==> src/rtl/pmu_ahb_rd_pkg.sv <==
// Shared encodings for the PMU AHB-Lite sweep reader: FSM states and the
// handful of AHB control values it drives or decodes.
package pmu_ahb_rd_pkg;

  typedef enum logic [1:0] {
    ST_IDLE = 2'd0,
    ST_ADDR = 2'd1,
    ST_DATA = 2'd2,
    ST_OUT  = 2'd3
  } state_t;

  localparam logic [1:0] HTRANS_IDLE   = 2'b00;
  localparam logic [1:0] HTRANS_NONSEQ = 2'b10;

  localparam logic [2:0] HSIZE_WORD    = 3'b010;
  localparam logic [2:0] HBURST_SINGLE = 3'b000;

  localparam logic [1:0] HRESP_OKAY    = 2'b00;
  localparam logic [1:0] HRESP_ERROR   = 2'b01;

  // Data access, privileged, non-bufferable, non-cacheable.
  localparam logic [3:0] HPROT_DATA_PRIV = 4'b0011;

endpackage

==> src/rtl/ahb_pmu_reader.sv <==
// AHB-Lite master sweeping a window of PMU registers with single-word reads
// and streaming each captured word out over valid/ready.
module ahb_pmu_reader
  import pmu_ahb_rd_pkg::*;
#(
  parameter int                     HADDR_WIDTH = 32,
  parameter int                     HDATA_WIDTH = 32,
  parameter logic [HADDR_WIDTH-1:0] BASE_ADDR   = 32'h80100000,
  parameter int                     FIRST_REG   = 1,
  parameter int                     N_READS     = 24
) (
  input  logic                   clk_i,
  input  logic                   rstn_i,
  input  logic                   start_i,
  output logic                   busy_o,
  output logic                   done_o,
  output logic                   err_o,
  output logic                   valid_o,
  input  logic                   ready_i,
  output logic [HDATA_WIDTH-1:0] data_o,
  output logic [7:0]             idx_o,
  output logic [HADDR_WIDTH-1:0] haddr_o,
  output logic [1:0]             htrans_o,
  output logic                   hwrite_o,
  output logic [2:0]             hsize_o,
  output logic [2:0]             hburst_o,
  output logic [3:0]             hprot_o,
  output logic                   hmastlock_o,
  output logic [HDATA_WIDTH-1:0] hwdata_o,
  input  logic                   hready_i,
  input  logic [1:0]             hresp_i,
  input  logic [HDATA_WIDTH-1:0] hrdata_i
);

  state_t                 r_state;
  logic [7:0]             r_idx;
  logic [7:0]             r_oidx;
  logic [HDATA_WIDTH-1:0] r_data;
  logic [HADDR_WIDTH-1:0] r_haddr;
  logic [1:0]             r_htrans;
  logic                   r_valid;
  logic                   r_busy;
  logic                   r_done;
  logic                   r_err;

  logic w_last;
  assign w_last = (r_idx == 8'(N_READS - 1));

  // Register address arithmetic is done at bus width so overflow wraps.
  function automatic logic [HADDR_WIDTH-1:0] reg_addr(input logic [7:0] idx);
    logic [HADDR_WIDTH-1:0] off;
    off = HADDR_WIDTH'(FIRST_REG) + HADDR_WIDTH'(idx);
    return BASE_ADDR + (off << 2);
  endfunction

  always_ff @(posedge clk_i) begin
    if (!rstn_i) begin
      r_state  <= ST_IDLE;
      r_idx    <= '0;
      r_oidx   <= '0;
      r_data   <= '0;
      r_haddr  <= '0;
      r_htrans <= HTRANS_IDLE;
      r_valid  <= 1'b0;
      r_busy   <= 1'b0;
      r_done   <= 1'b0;
      r_err    <= 1'b0;
    end else begin
      r_done <= 1'b0;
      r_err  <= 1'b0;
      case (r_state)
        ST_IDLE: begin
          if (start_i) begin
            r_state  <= ST_ADDR;
            r_idx    <= '0;
            r_busy   <= 1'b1;
            r_htrans <= HTRANS_NONSEQ;
            r_haddr  <= reg_addr(8'd0);
          end
        end
        ST_ADDR: begin
          if (hready_i) begin
            r_state  <= ST_DATA;
            r_htrans <= HTRANS_IDLE;
          end
        end
        ST_DATA: begin
          // ERROR is a two-cycle response; abort only on its hready cycle.
          if (hresp_i == HRESP_ERROR) begin
            if (hready_i) begin
              r_state <= ST_IDLE;
              r_busy  <= 1'b0;
              r_done  <= 1'b1;
              r_err   <= 1'b1;
            end
          end else if (hready_i) begin
            r_data  <= hrdata_i;
            r_oidx  <= r_idx;
            r_valid <= 1'b1;
            r_state <= ST_OUT;
          end
        end
        ST_OUT: begin
          if (ready_i) begin
            r_valid <= 1'b0;
            if (w_last) begin
              r_state <= ST_IDLE;
              r_busy  <= 1'b0;
              r_done  <= 1'b1;
            end else begin
              r_idx    <= r_idx + 8'd1;
              r_haddr  <= reg_addr(r_idx + 8'd1);
              r_htrans <= HTRANS_NONSEQ;
              r_state  <= ST_ADDR;
            end
          end
        end
        default: r_state <= ST_IDLE;
      endcase
    end
  end

  assign busy_o      = r_busy;
  assign done_o      = r_done;
  assign err_o       = r_err;
  assign valid_o     = r_valid;
  assign data_o      = r_data;
  assign idx_o       = r_oidx;
  assign haddr_o     = r_haddr;
  assign htrans_o    = r_htrans;
  assign hwrite_o    = 1'b0;
  assign hsize_o     = HSIZE_WORD;
  assign hburst_o    = HBURST_SINGLE;
  assign hprot_o     = HPROT_DATA_PRIV;
  assign hmastlock_o = 1'b0;
  assign hwdata_o    = '0;

endmodule

==> config.mk <==
export PLATFORM = sky130hd
export DESIGN_NAME = ahb_pmu_reader
export DESIGN_NICKNAME = d
export VERILOG_FILES = /design/src/rtl/pmu_ahb_rd_pkg.sv /design/src/rtl/ahb_pmu_reader.sv
export SDC_FILE = /design/constraint.sdc
export NUM_CORES = 1
export LEC_CHECK = 0
export CAP_MARGIN = 0
export CORE_ASPECT_RATIO = 0.75
export CORE_UTILIZATION = 30
export DETAILED_ROUTE_END_ITERATION = 7
export DONT_BUFFER_PORTS = 1
export PLACE_DENSITY = 0.55
export SETUP_SLACK_MARGIN = 0.15
export SLEW_MARGIN = 20
export SYNTH_ARGS = -nofsm -noshare
export SYNTH_HDL_FRONTEND = slang
export SYNTH_SLANG_ARGS = --single-unit
==> constraint.sdc <==
create_clock -name clk_i -period 3.21 [get_ports clk_i]
set_clock_uncertainty 0.15 [all_clocks]
set_input_delay 0.321 -clock clk_i [delete_from_list [all_inputs] [get_ports clk_i]]
set_output_delay 0.321 -clock clk_i [all_outputs]
set_load 0.02 [all_outputs]
==> run summary <==
result of the run -> finished, final reports clean
drt first-iter violations -> 85
Hold Worst Slack -> 0.0165 ns
Static Leakage -> 1.44 nW
Clk Latency, worst-skew pair -> 0.33 ns
# resized after CTS -> 0
post-CTS clock slew at the launch and capture registers of the worst setup and hold paths -> 0.05 ns
worst-case clock buffer depth -> 2
post-route setup TNS -> 0 ns
First-pass DRT Iterations -> 4
hold buffer count at CTS -> 33
residual antenna-violating net count after detailed routing -> 0
via count of the first global-routing pass -> 2331
unique cell type count in the Yosys netlist -> 48
horizontal extent of the die -> 127 µm
hold path cells -> 2
Yosys warning total -> 0
power density relative to cell area -> 508 nW/µm²
portion of the post-synthesis area used by sequential elements -> 0.372
startpoint type of the worst setup path -> flop
antenna violations before repair -> 0
share of the clock period used by the worst path -> 0.772
Core Rows -> 33
effective utilization at floorplan -> 0.314
number of sinks handled by clock tree synthesis -> 65
routed length per instance -> 13.9 µm
first-pass GRT wire length -> 12.2 mm
ys async rst share -> 0
Total Power Consumption -> 1.97 mW
Port-buffer cells -> 0
adder-cell area share of the yosys netlist -> 0.00715
final setup fails -> 0
Synth area leaders -> sky130_fd_sc_hd__dfxtp_1 (37%), sky130_fd_sc_hd__buf_4 (14%), sky130_fd_sc_hd__nand2_1 (10%)
number of inserted diodes -> 0
fraction of synthesized area in multiplexers -> 0.00286
non-filler instance count after layout -> 589
share of final-layout standard cells stronger than drive strength 1 -> 0.0557
transition time of the tightest slew-check pin -> 0.893 ns
synthesized area per cell -> 8.08 µm²
Die Height -> 95.5 µm
Post-CTS Repair Setup Buffers -> 0
drt drc -> 0
number of fill cells in the layout -> 1142
count of pins over their slew limit -> 0
final standard cell utilization of the core -> 0.349
Post-DP HPWL -> 5.23 mm
biggest area consumer among synthesized cells -> sky130_fd_sc_hd__dfxtp_1
compound-cell area share of the yosys netlist -> 0.188
Final Net Count -> 487
total congestion overflow -> 0
data arrival time of the worst path -> 2.60 ns
most common cell after layout, fill and taps aside -> sky130_fd_sc_hd__nand2_1
Area growth syn-to-layout -> 11.2%
pin count of the biggest net entering global routing -> 65
worst-path fanout max -> 15
top library cells by usage in the layout, fill and taps aside -> sky130_fd_sc_hd__nand2_1 (96), sky130_fd_sc_hd__conb_1 (66), sky130_fd_sc_hd__dfxtp_1 (65)
R2R cell count -> 6
routed vias -> 2652
vias per std cell -> 4.50
Fmax achieved -> 404 MHz
Req. time, crit path -> 3.33 ns
CTS buffer count -> 9
total placed cells including tap cells -> 542
number of register bits inferred by synthesis -> 65
dominant combinational cell family by area after synthesis -> simple AND/OR/NAND/NOR gates
number of hold violations in the final report -> 0
fraction of the mapped netlist area in simple logic gates -> 0.207
area of the core -> 11100 µm²
capturing element type of the critical path -> flop
number of enable flip-flop cells after synthesis -> 0
synthesized netlist cell count -> 433
clock tree from TritonCTS -> built
gpl congestion -> 0.803
Rel. slew slack -> 0.404
number of placed I/O pins -> 161
fraction of synthesized cell area taken by the top area cell type -> 0.372
global-route total usage across every layer -> 0.134
Die ar. -> 12100 µm²
Max-Cap Viols -> 0
xor/xnor cell area share of the yosys netlist -> 0.0250
Max H-tree Level -> 3
routed wire length -> 8.18 mm
worst supply voltage drop on vdd -> 224 µV
clock root buffer master -> sky130_fd_sc_hd__clkbuf_16
post-synthesis instance area -> 3500 µm²
post-layout minimum cycle time -> 2.48 ns
classification of the worst setup path -> flop to flop
class of the most critical hold timing path -> input port to flop
setup repair after global routing missed its margin -> false
top_reg_cell synth -> sky130_fd_sc_hd__dfxtp_1
[report_power, final]
| part | total, mW | switching [mW] | internal, mW |
|---|---|---|---|
| clock network | 0.853 | 0.344 | 0.509 |
| logic | 0.233 | 0.158 | 0.0755 |
| registers | 0.888 | 0.0571 | 0.831 |
| total | 1.97 | 0.559 | 1.42 |
[per-stage QoR]
step | worst slack, ns | cell area (µm²)
final | 0.732 | 3890
after floorplan | 1.24 | 3740
after detailed placement | 0.775 | 3300
after global placement | 0.891 | 3300
after global routing | 0.572 | 3890
after CTS | 0.755 | 3890
[cell usage after synthesis, types with 2 or more instances]
cell	n
sky130_fd_sc_hd__and3_1	5
sky130_fd_sc_hd__and4_1	2
sky130_fd_sc_hd__buf_4	67
sky130_fd_sc_hd__a21boi_1	3
sky130_fd_sc_hd__a21oi_1	6
sky130_fd_sc_hd__nor2_1	13
sky130_fd_sc_hd__dfxtp_1	65
sky130_fd_sc_hd__o21a_1	3
sky130_fd_sc_hd__a31oi_1	5
sky130_fd_sc_hd__a32oi_1	2
sky130_fd_sc_hd__a21boi_0	43
sky130_fd_sc_hd__ha_1	2
sky130_fd_sc_hd__xor2_1	3
sky130_fd_sc_hd__nand4_1	2
sky130_fd_sc_hd__buf_2	11
sky130_fd_sc_hd__buf_6	3
sky130_fd_sc_hd__nand2_1	96
sky130_fd_sc_hd__clkbuf_1	17
sky130_fd_sc_hd__and2_1	3
sky130_fd_sc_hd__o21ai_0	8
sky130_fd_sc_hd__nand3_1	14
sky130_fd_sc_hd__a31o_2	2
sky130_fd_sc_hd__nand2b_1	4
sky130_fd_sc_hd__a22oi_1	3
sky130_fd_sc_hd__xnor2_1	7
sky130_fd_sc_hd__nor2b_1	12
sky130_fd_sc_hd__conb_1	2
sky130_fd_sc_hd__nor3_1	4
sky130_fd_sc_hd__inv_1	7
[flip-flops by register name, indices dropped and copies added (netlist names)]
signal and cells:
data_o 32, haddr_o 10, idx_o 8, r_idx 8, r_state 2, busy_o 1, done_o 1, err_o 1
htrans_o 1, valid_o 1
[critical path: stages (launching register included)]
cell                      delay, ns
sky130_fd_sc_hd__dfxtp_1       0.52
sky130_fd_sc_hd__ha_1          0.42
sky130_fd_sc_hd__nor4b_4       0.34
sky130_fd_sc_hd__a31oi_2       0.21
sky130_fd_sc_hd__o21ai_4       0.47
sky130_fd_sc_hd__and3_1        0.22
sky130_fd_sc_hd__a31o_2        0.09
[final cells by class]
class / instances / area [µm²] / share of cell area
clock inverters: 4 / 22.5 / 0.00579
flip-flops and latches: 65 / 1300 / 0.335
repair buffers: 36 / 375 / 0.0965
inverters: 7 / 26.3 / 0.00675
multi-input cells: 327 / 1760 / 0.453
clock buffers: 10 / 229 / 0.0589
well taps: 140 / 175 / 0.0450
[logic make-up after synthesis]
family | Yosys count
AND/OR/NAND/NOR | 159
buffers and inverters | 105
AO/OA/AOI/OAI | 89
flip-flops | 65
XOR/XNOR | 10
adder cells (fa/ha/maj) | 2
other | 2
multiplexers | 1
[final timing paths]
path,startpoint,end,slack (ns)
max,r_idx[0],haddr_o[8],0.73
min,hrdata_i[29],data_o[29],0.02
max reg2reg,r_idx[0],haddr_o[8],0.73
min reg2reg,haddr_o[4],haddr_o[4],0.41
[layer usage]
layer  wire length [µm]  vias to the layer above  GRT usage  share of wire
met5                  0                        -          0              0
met1               3790                     1232      0.164           0.46
met3                616                        5     0.0640          0.075
met2               3720                       89      0.208           0.45
met4                 61                        0     0.0397         0.0075
li1                   -                     1326          -              -
(Power assumes the default switching activity.)
